==> config.mk <==
export PLATFORM = sky130hd
export DESIGN_NAME = snf_retryackq_flat
export DESIGN_NICKNAME = d
export VERILOG_FILES = /design/src/rtl/snf_retryackq_pkg.sv /design/src/rtl/snf_retryackq_if.sv /design/src/rtl/snf_sync_fifo.sv /design/src/rtl/snf_retryackq.sv /design/src/flat_wrapper.sv
export SDC_FILE = /design/constraint.sdc
export NUM_CORES = 1
export LEC_CHECK = 0
export CAP_MARGIN = 10
export CORE_UTILIZATION = 63
export DETAILED_ROUTE_END_ITERATION = 6
export PLACE_DENSITY = 0.95
export SLEW_MARGIN = 10
export SYNTH_ARGS = -nofsm -noshare
export SYNTH_HDL_FRONTEND = slang
export SYNTH_SLANG_ARGS = --single-unit
==> constraint.sdc <==
create_clock -name clk -period 8.9 [get_ports clk]
set_clock_uncertainty 0.15 [all_clocks]
set_input_delay 1.335 -clock clk [delete_from_list [all_inputs] [get_ports clk]]
set_output_delay 1.335 -clock clk [all_outputs]
set_load 0.05 [all_outputs]
==> src/rtl/snf_retryackq_pkg.sv <==
// Shared field layout and defaults for the SN-F RetryAck queue.
// Record layout matches the TXRSP unpacker exactly.
package snf_retryackq_pkg;

    localparam int SNF_RETRY_ACKQ_DEPTH_PARAM = 8;
    localparam int SNF_RETRY_ACKQ_DATA_W      = 32;

    localparam int SNF_RETRY_ACKQ_TRACE_LSB    = 0;
    localparam int SNF_RETRY_ACKQ_PCRDTYPE_LSB = 1;
    localparam int SNF_RETRY_ACKQ_TXNID_LSB    = 5;
    localparam int SNF_RETRY_ACKQ_SRCID_LSB    = 17;
    localparam int SNF_RETRY_ACKQ_QOS_LSB      = 28;

    typedef struct packed {
        logic [3:0]  qos;
        logic [10:0] srcid;
        logic [11:0] txnid;
        logic [3:0]  pcrdtype;
        logic        tracetag;
    } retry_rec_t;

    function automatic logic [31:0] pack_rec(
        input logic [3:0]  qos,
        input logic [10:0] srcid,
        input logic [11:0] txnid,
        input logic [3:0]  pcrdtype,
        input logic        tracetag
    );
        retry_rec_t r;
        r.qos      = qos;
        r.srcid    = srcid;
        r.txnid    = txnid;
        r.pcrdtype = pcrdtype;
        r.tracetag = tracetag;
        return r;
    endfunction

endpackage

==> src/rtl/snf_retryackq_if.sv <==
// Push side from request acceptance and pop side from the TXRSP arbiter.
// The queue uses the slave modport; its neighbours use master.
interface snf_retryackq_if;

    logic        retry_push_s0;
    logic [3:0]  retry_qos_s0;
    logic [10:0] retry_srcid_s0;
    logic [11:0] retry_txnid_s0;
    logic [3:0]  retry_pcrdtype_s0;
    logic        retry_tracetag_s0;
    logic        retry_ready_s0;
    logic        qos_txrsp_retryack_valid_s1;
    logic [31:0] qos_txrsp_retryack_fifo_s1;
    logic        txrsp_retryack_won_s1;

    modport slave (
        input  retry_push_s0,
        input  retry_qos_s0,
        input  retry_srcid_s0,
        input  retry_txnid_s0,
        input  retry_pcrdtype_s0,
        input  retry_tracetag_s0,
        output retry_ready_s0,
        output qos_txrsp_retryack_valid_s1,
        output qos_txrsp_retryack_fifo_s1,
        input  txrsp_retryack_won_s1
    );

    modport master (
        output retry_push_s0,
        output retry_qos_s0,
        output retry_srcid_s0,
        output retry_txnid_s0,
        output retry_pcrdtype_s0,
        output retry_tracetag_s0,
        input  retry_ready_s0,
        input  qos_txrsp_retryack_valid_s1,
        input  qos_txrsp_retryack_fifo_s1,
        output txrsp_retryack_won_s1
    );

endinterface

==> src/rtl/snf_sync_fifo.sv <==
// Generic synchronous FIFO: unreset storage, wrapping pointers, occupancy.
// DEPTH need not be a power of two.
module snf_sync_fifo #(
    parameter int WIDTH = 32,
    parameter int DEPTH = 8,
    parameter int CNT_W = $clog2(DEPTH+1)
) (
    input  logic             clk,
    input  logic             rst,
    input  logic             push,
    input  logic [WIDTH-1:0] wdata,
    input  logic             pop,
    output logic [WIDTH-1:0] rdata,
    output logic             full,
    output logic             empty,
    output logic [CNT_W-1:0] cnt
);

    localparam int PTR_W = (DEPTH > 1) ? $clog2(DEPTH) : 1;

    logic [WIDTH-1:0] mem [DEPTH];
    logic [PTR_W-1:0] wr_ptr;
    logic [PTR_W-1:0] rd_ptr;
    logic             push_ok;
    logic             pop_ok;

    function automatic logic [PTR_W-1:0] nxt(input logic [PTR_W-1:0] p);
        return (p == PTR_W'(DEPTH-1)) ? '0 : p + PTR_W'(1);
    endfunction

    assign full    = (cnt == CNT_W'(DEPTH));
    assign empty   = (cnt == '0);
    assign push_ok = push & ~full;
    assign pop_ok  = pop & ~empty;
    assign rdata   = mem[rd_ptr];

    always_ff @(posedge clk or posedge rst) begin
        if (rst) begin
            wr_ptr <= '0;
            rd_ptr <= '0;
            cnt    <= '0;
        end else begin
            if (push_ok)
                wr_ptr <= nxt(wr_ptr);
            if (pop_ok)
                rd_ptr <= nxt(rd_ptr);
            if (push_ok & ~pop_ok)
                cnt <= cnt + CNT_W'(1);
            else if (pop_ok & ~push_ok)
                cnt <= cnt - CNT_W'(1);
        end
    end

    // Storage is deliberately left out of reset.
    always_ff @(posedge clk) begin
        if (push_ok)
            mem[wr_ptr] <= wdata;
    end

endmodule

==> src/rtl/snf_retryackq.sv <==
// RetryAck queue feeding the TXRSP arbiter as its top-priority source.
// Strict FIFO; sticky error on push-when-full or won-when-empty.
module snf_retryackq
    import snf_retryackq_pkg::*;
#(
    parameter int DEPTH = SNF_RETRY_ACKQ_DEPTH_PARAM,
    parameter int CNT_W = $clog2(DEPTH+1)
) (
    input  logic             clk,
    input  logic             rst,
    snf_retryackq_if.slave   bus,
    output logic [CNT_W-1:0] retryackq_cnt,
    output logic             retryackq_err
);

    logic [31:0] rec;
    logic        full;
    logic        empty;

    assign rec = pack_rec(bus.retry_qos_s0, bus.retry_srcid_s0,
                          bus.retry_txnid_s0, bus.retry_pcrdtype_s0,
                          bus.retry_tracetag_s0);

    snf_sync_fifo #(
        .WIDTH (SNF_RETRY_ACKQ_DATA_W),
        .DEPTH (DEPTH),
        .CNT_W (CNT_W)
    ) u_fifo (
        .clk   (clk),
        .rst   (rst),
        .push  (bus.retry_push_s0),
        .wdata (rec),
        .pop   (bus.txrsp_retryack_won_s1),
        .rdata (bus.qos_txrsp_retryack_fifo_s1),
        .full  (full),
        .empty (empty),
        .cnt   (retryackq_cnt)
    );

    assign bus.retry_ready_s0              = ~full;
    assign bus.qos_txrsp_retryack_valid_s1 = ~empty;

    always_ff @(posedge clk or posedge rst) begin
        if (rst)
            retryackq_err <= 1'b0;
        else if ((bus.retry_push_s0 & full) |
                 (bus.txrsp_retryack_won_s1 & empty))
            retryackq_err <= 1'b1;
    end

endmodule

==> src/flat_wrapper.sv <==
// flat-port wrapper written by rule: the top's interface ports become plain ports
module snf_retryackq_flat import snf_retryackq_pkg::*;
#(
    parameter int DEPTH = SNF_RETRY_ACKQ_DEPTH_PARAM,
    parameter int CNT_W = $clog2(DEPTH+1)
)
  (clk, rst, retryackq_cnt, retryackq_err, bus_retry_push_s0, bus_retry_qos_s0, bus_retry_srcid_s0, bus_retry_txnid_s0, bus_retry_pcrdtype_s0, bus_retry_tracetag_s0, bus_retry_ready_s0, bus_qos_txrsp_retryack_valid_s1, bus_qos_txrsp_retryack_fifo_s1, bus_txrsp_retryack_won_s1);
  snf_retryackq_if bus_i ();
  input  logic clk;
  input  logic rst;
  output logic [CNT_W-1:0] retryackq_cnt;
  output logic retryackq_err;
  input wire logic [$bits(bus_i.retry_push_s0)-1:0] bus_retry_push_s0;
  input wire logic [$bits(bus_i.retry_qos_s0)-1:0] bus_retry_qos_s0;
  input wire logic [$bits(bus_i.retry_srcid_s0)-1:0] bus_retry_srcid_s0;
  input wire logic [$bits(bus_i.retry_txnid_s0)-1:0] bus_retry_txnid_s0;
  input wire logic [$bits(bus_i.retry_pcrdtype_s0)-1:0] bus_retry_pcrdtype_s0;
  input wire logic [$bits(bus_i.retry_tracetag_s0)-1:0] bus_retry_tracetag_s0;
  output wire logic [$bits(bus_i.retry_ready_s0)-1:0] bus_retry_ready_s0;
  output wire logic [$bits(bus_i.qos_txrsp_retryack_valid_s1)-1:0] bus_qos_txrsp_retryack_valid_s1;
  output wire logic [$bits(bus_i.qos_txrsp_retryack_fifo_s1)-1:0] bus_qos_txrsp_retryack_fifo_s1;
  input wire logic [$bits(bus_i.txrsp_retryack_won_s1)-1:0] bus_txrsp_retryack_won_s1;
  assign bus_i.retry_push_s0 = bus_retry_push_s0;
  assign bus_i.retry_qos_s0 = bus_retry_qos_s0;
  assign bus_i.retry_srcid_s0 = bus_retry_srcid_s0;
  assign bus_i.retry_txnid_s0 = bus_retry_txnid_s0;
  assign bus_i.retry_pcrdtype_s0 = bus_retry_pcrdtype_s0;
  assign bus_i.retry_tracetag_s0 = bus_retry_tracetag_s0;
  assign bus_retry_ready_s0 = bus_i.retry_ready_s0;
  assign bus_qos_txrsp_retryack_valid_s1 = bus_i.qos_txrsp_retryack_valid_s1;
  assign bus_qos_txrsp_retryack_fifo_s1 = bus_i.qos_txrsp_retryack_fifo_s1;
  assign bus_i.txrsp_retryack_won_s1 = bus_txrsp_retryack_won_s1;
  snf_retryackq #(.DEPTH(DEPTH), .CNT_W(CNT_W)) u_core (.clk(clk), .rst(rst), .bus(bus_i), .retryackq_cnt(retryackq_cnt), .retryackq_err(retryackq_err));
endmodule
Yosys cells after proc, flatten, opt, wreduce, memory -nomap -nowiden
Memories as Yosys holds them, arrays and structs flattened.
Index checks and enable logic that the tools add are counted.

storage, ports and cells
  memories = 1
  input bits = 36
  output and inout port bits = 39
  logic and storage cells = 31
  RAM bits = 256
  register bits after elaboration = 11

memory list
  memory             words  bits a word  rd ports  clocked after Yosys merged registers in  write ports  line                 source
  u_core.u_fifo.mem  8      32           1         0                                        1            snf_sync_fifo.sv:21  logic [WIDTH-1:0] mem [DEPTH];

operators by class
  muxes and demuxes = 6
  add/subtract/negate cells = 4
  reduce and logical (&&, ||, !) cells = 2
  eq/ne operators = 3
  bitwise operators = 11

operators by type and width
  cell                                                                number
  4-bit 2-to-1 mux                                                    2
  3-bit by 1-bit adder with 3-bit output, second input constant       2
  1-bit bitwise AND                                                   6
  3-bit equality test, second input constant                          2
  3-bit 2-to-1 mux                                                    2
  4-bit by 1-bit adder with 4-bit output, second input constant       1
  4-bit equality test, second input constant                          1
  4-bit logical NOT                                                   1
  1-bit NOT                                                           4
  4-bit by 1-bit subtractor with 4-bit output, second input constant  1
  1-bit 2-to-1 mux                                                    2
  2-bit nonzero test                                                  1
  1-bit bitwise OR                                                    1

Depth between registers and ports, before layout
  word-level depth = 7
  mapped depth = 9
  mapped depth without buffers = 9

By module
A second synthesis with hierarchy kept.

unflattened totals
  cell total of the unflattened synthesis = 441
  area total of the unflattened synthesis = 10,332.4 um^2

by module, submodules not included
  module         cells an instance  times used  sequential area each (um^2)  area an instance (um^2)
  snf_sync_fifo  436                1           7,937.6                      10,286.1
  snf_retryackq  5                  1           25.0                         46.3

Worst setup path after synthesis
No wires, ideal clock.

  kind = input to register
  from = input bus_retry_push_s0
  to = memory u_core.u_fifo.mem[0][0], enable pin
  library setup time = 0.501 ns
  data required time = 8.249 ns
  arrival = 4.473 ns
  cell stages on the path = 2
  path slack = 3.776 ns
  path buffers = 0
  cells stage by stage = nand2_4 > nor4_1

between the ends
  cells in the longest elaborated chain, start to end = 3

RTL lines
  what                                    line                 source
  from (decl)                             flat_wrapper.sv:13   input wire logic [$bits(bus_i.retry_push_s0)-1:0] bus_retry_push_s0;
  1-bit bitwise AND                       snf_sync_fifo.sv:33  assign push_ok = push & ~full;
  1-bit 2-to-1 mux                        snf_sync_fifo.sv:56  if (push_ok)
  1-bit 2-to-1 mux (not written as such)  snf_sync_fifo.sv:57  mem[wr_ptr] <= wdata;
  to (decl)                               snf_sync_fifo.sv:21

No other way between the ends.

Final worst setup path
  from = register u_core.u_fifo.rd_ptr[0]
  to = output bus_qos_txrsp_retryack_fifo_s1[17]

between the ends
  cells in the longest elaborated chain, start to end = 1

RTL lines
  what                    line                 source
  from (decl)             snf_sync_fifo.sv:23  logic [PTR_W-1:0] rd_ptr;
  from (signal assigned)  snf_sync_fifo.sv:46  rd_ptr <= nxt(rd_ptr);
  memory read 8 x 32 bit  n/a
  to (decl)               flat_wrapper.sv:21   output wire logic [$bits(bus_i.qos_txrsp_retryack_fifo_s1)-1:0] bus_qos_txrsp_retryack_fifo_s1;

No other way between the ends.

==> flow_metrics.env <==
export IMPL_synth_area_leader_cell="edfxtp_1"
export IMPL_grt_max_degree=55
export IMPL_crit_type="flip-flop to primary output"
export IMPL_p_per_area_nw_per_um2=371
export IMPL_synthFlopType="edfxtp_1"
export IMPL_grt_use_met1=0.333
export IMPL_grt_pass1_vias=5149
export IMPL_root_buffer="clkbuf_16"
export IMPL_rsz0062_at_grt="false"
export IMPL_postCtsSetupBuffers=0
export IMPL_power_share_combinational=0.371
export IMPL_wl_um=20900
export IMPL_synth_most_common_cell="edfxtp_1"
export IMPL_max_cap_violations=0
export IMPL_grt_ovfl_total=0
export IMPL_worstSetupEndpointType="primary output"
export IMPL_cp_max_fo=54
export IMPL_holdCritStartpoint="u_core.retryackq_err"
export IMPL_r2r_start="u_core.u_fifo.cnt[0]"
export IMPL_fin_area_um2=12200
export IMPL_top_usage_layer="met2"
export IMPL_reg2reg_depth=9
export IMPL_initial_core_util=0.649
export IMPL_h_tree_depth=1
export IMPL_dp_hpwl_um=10900
export IMPL_met3_usage=0.0500
export IMPL_min_period_ps=5100
export IMPL_numCtsBuffers=26
export IMPL_worstReg2RegEnd="u_core.u_fifo.cnt[3]"
export IMPL_ys_types=32
export IMPL_dp_cells=720
export IMPL_grtUsageMet2=0.454
export IMPL_seqPwrFrac=0.384
export IMPL_worstHoldPathType="flip-flop to flip-flop"
export IMPL_drc=0
export IMPL_synth_common_cells="256 x edfxtp_1, 64 x mux4_2, 34 x mux2_2"
export IMPL_postRouteAntennaNets=0
export IMPL_power_internal_uw=2960
export IMPL_synth_nets=483
export IMPL_worstMarginPinSlew_ps=1040
export IMPL_row_count=46
export IMPL_gp_congestion=0.720
export IMPL_coreArea_um2=15900
export IMPL_dieHeight_um=130
export IMPL_synthArstFlopShare=0.0412
export IMPL_cp_arrival_ps=3610
export IMPL_vdd_drop_max_mv=0.234
export IMPL_setup_worst_path_start_class="flip-flop"
export IMPL_maxSlewHeadroom=0.307
export IMPL_synthTopCellsByArea="edfxtp_1 74%, mux4_2 14%, mux2_2 3.7%"
export IMPL_cts_tree="built"
export IMPL_synth_top_area_frac=0.743
export IMPL_synth_area_um2=10300
export IMPL_grtUsageTotal=0.263
export IMPL_area_growth_pct=18.4
export IMPL_drt_iter0_markers=415
export IMPL_die_area_um2=16900
export IMPL_num_vias=4831
export IMPL_clk_pin_slew_ps=60
export IMPL_switching_share=0.348
export IMPL_detail_route_wl_per_cell_um=27.2
export IMPL_synth_cells=439
export IMPL_slew_violations=0
export IMPL_holdPathStages=2
export IMPL_viasPerCell=6.28
export IMPL_status="finished, final reports clean"
export IMPL_setup_tns_ps=0
export IMPL_synth_enable_flop_cells=256
export IMPL_grt_antenna_before_repair=1
export IMPL_setup_viol=0
export IMPL_max_freq_mhz=196
export IMPL_r2r_slack_ps=5840
export IMPL_dpl_cell_area_um2=11400
export IMPL_cts_sinks=267
export IMPL_crit_required_ps=7410
export IMPL_grt_pass1_wl_um=31000
export IMPL_clockBufferDepth=3
export IMPL_ioPinCount=75
export IMPL_ys_seq_area_frac=0.770
export IMPL_switchingPower_uw=1580
export IMPL_io_buffer_count=74
export IMPL_hold_viol_final=0
export IMPL_drive_above_1_share=0.290
export IMPL_dr_pass1_iters=4
export IMPL_clkPwrFrac=0.245
export IMPL_avgSynthCellArea_um2=23.6
export IMPL_ys_ff_latch=267
export IMPL_layout_nets=577
export IMPL_holdPathEnd="u_core.retryackq_err"
export IMPL_fin_crit_sh=0.573
export IMPL_power_leakage_uw=0.00394
export IMPL_hold_buffers=0
export IMPL_die_x_um=130
export IMPL_yosysWarnings=0
export IMPL_stdcell_count=769
export IMPL_cts_resized=0
export IMPL_insertion_delay_ps=510
[worst max path at each step]
stage	from	to	slack [ps]	cells after the start
after floorplan	bus_retry_push_s0	u_core.u_fifo.mem[0][0]	3780	2
final	u_core.u_fifo.rd_ptr[0]	bus_qos_txrsp_retryack_fifo_s1[17]	3800	4
after detailed placement	u_core.u_fifo.rd_ptr[0]	bus_qos_txrsp_retryack_fifo_s1[26]	4260	4
after global routing	u_core.u_fifo.rd_ptr[0]	bus_qos_txrsp_retryack_fifo_s1[26]	3570	4
after CTS	u_core.u_fifo.rd_ptr[0]	bus_qos_txrsp_retryack_fifo_s1[26]	3720	4
after global placement	u_core.u_fifo.rd_ptr[0]	bus_qos_txrsp_retryack_fifo_s1[22]	4320	4
[power groups by stage]
| stage | registers [uW] | logic (uW) | clock network (uW) |
|---|---|---|---|
| after CTS | 1750 | 1710 | 1120 |
| after global placement | 1740 | 1630 | 0 |
| after global routing | 1760 | 1770 | 1170 |
| after detailed placement | 1760 | 1680 | 0 |
| after floorplan | 1710 | 1250 | 0 |
| final | 1750 | 1680 | 1110 |
[cell usage in the layout (no fill, tap or decap), drive strengths merged, types with 3 or more instances in the layout]
master,netlist,layout
buf,13,10
bufinv,0,4
clkbuf,6,31
clkdlybuf4s50,0,74
clkinv,0,11
dfrtp,11,11
edfxtp,256,256
ha,7,7
inv,4,4
mux2,37,37
mux4,64,64
nand2,4,4
nand2b,3,3
nor2,4,4
nor3,5,5
or3,3,3
[worst max-delay path, cell delays in order (launching register included)]
cell,delay (ps)
dfrtp_4,570
buf_4,850
mux4_2,640
mux2_2,300
clkdlybuf4s50_1,700
[routing by layer]
metal,share of wire,routed length [um],up-vias
met5,0,0,-
met4,0.027,563,0
met3,0.074,1540,55
met2,0.53,11000,223
met1,0.37,7830,2503
li1,-,-,2050
[registers in the layout, summed over array words and instances, names as in the netlist]
name,count
u_core.u_fifo.cnt,4
u_core.u_fifo.wr_ptr,3
u_core.u_fifo.rd_ptr,3
u_core.retryackq_err,1
u_core.u_fifo.mem,256
[kinds of logic (layout without fill, tap and decap cells)]
family                   Yosys count  after routing  share of synthesized area
XOR/XNOR                           2              2                    0.00169
other                              0              1                          0
AND/OR/NAND/NOR                   27             27                     0.0155
AO/OA/AOI/OAI                      9              9                    0.00811
multiplexers                     103            103                      0.182
flip-flops                       267            267                      0.770
buffers and inverters             23            136                     0.0127
adder cells (fa/ha/maj)            8              8                     0.0104
[through the flow]
stage | power [uW] | utilization | setup slack [ps] | hold slack, ps
after floorplan | 2950 | - | 3780 | 419
after global placement | 3370 | 0.713 | 4320 | 295
after detailed placement | 3440 | 0.713 | 4260 | 339
after CTS | 4570 | 0.767 | 3720 | 355
after global routing | 4700 | 0.768 | 3570 | 381
final | 4540 | 0.768 | 3800 | 352
[area by class of cell]
class                           count  area (um^2)
Antenna cell                        1         2.50
Inverter                            4         15.0
Sequential cell                   267         7970
Timing Repair Buffer               85          823
Clock inverter                     17          181
Fill cell                         768         3700
Tap cell                          216          270
Multi-Input combinational cell    149         2300
Clock buffer                       30          687
(Power assumes the default switching activity.)
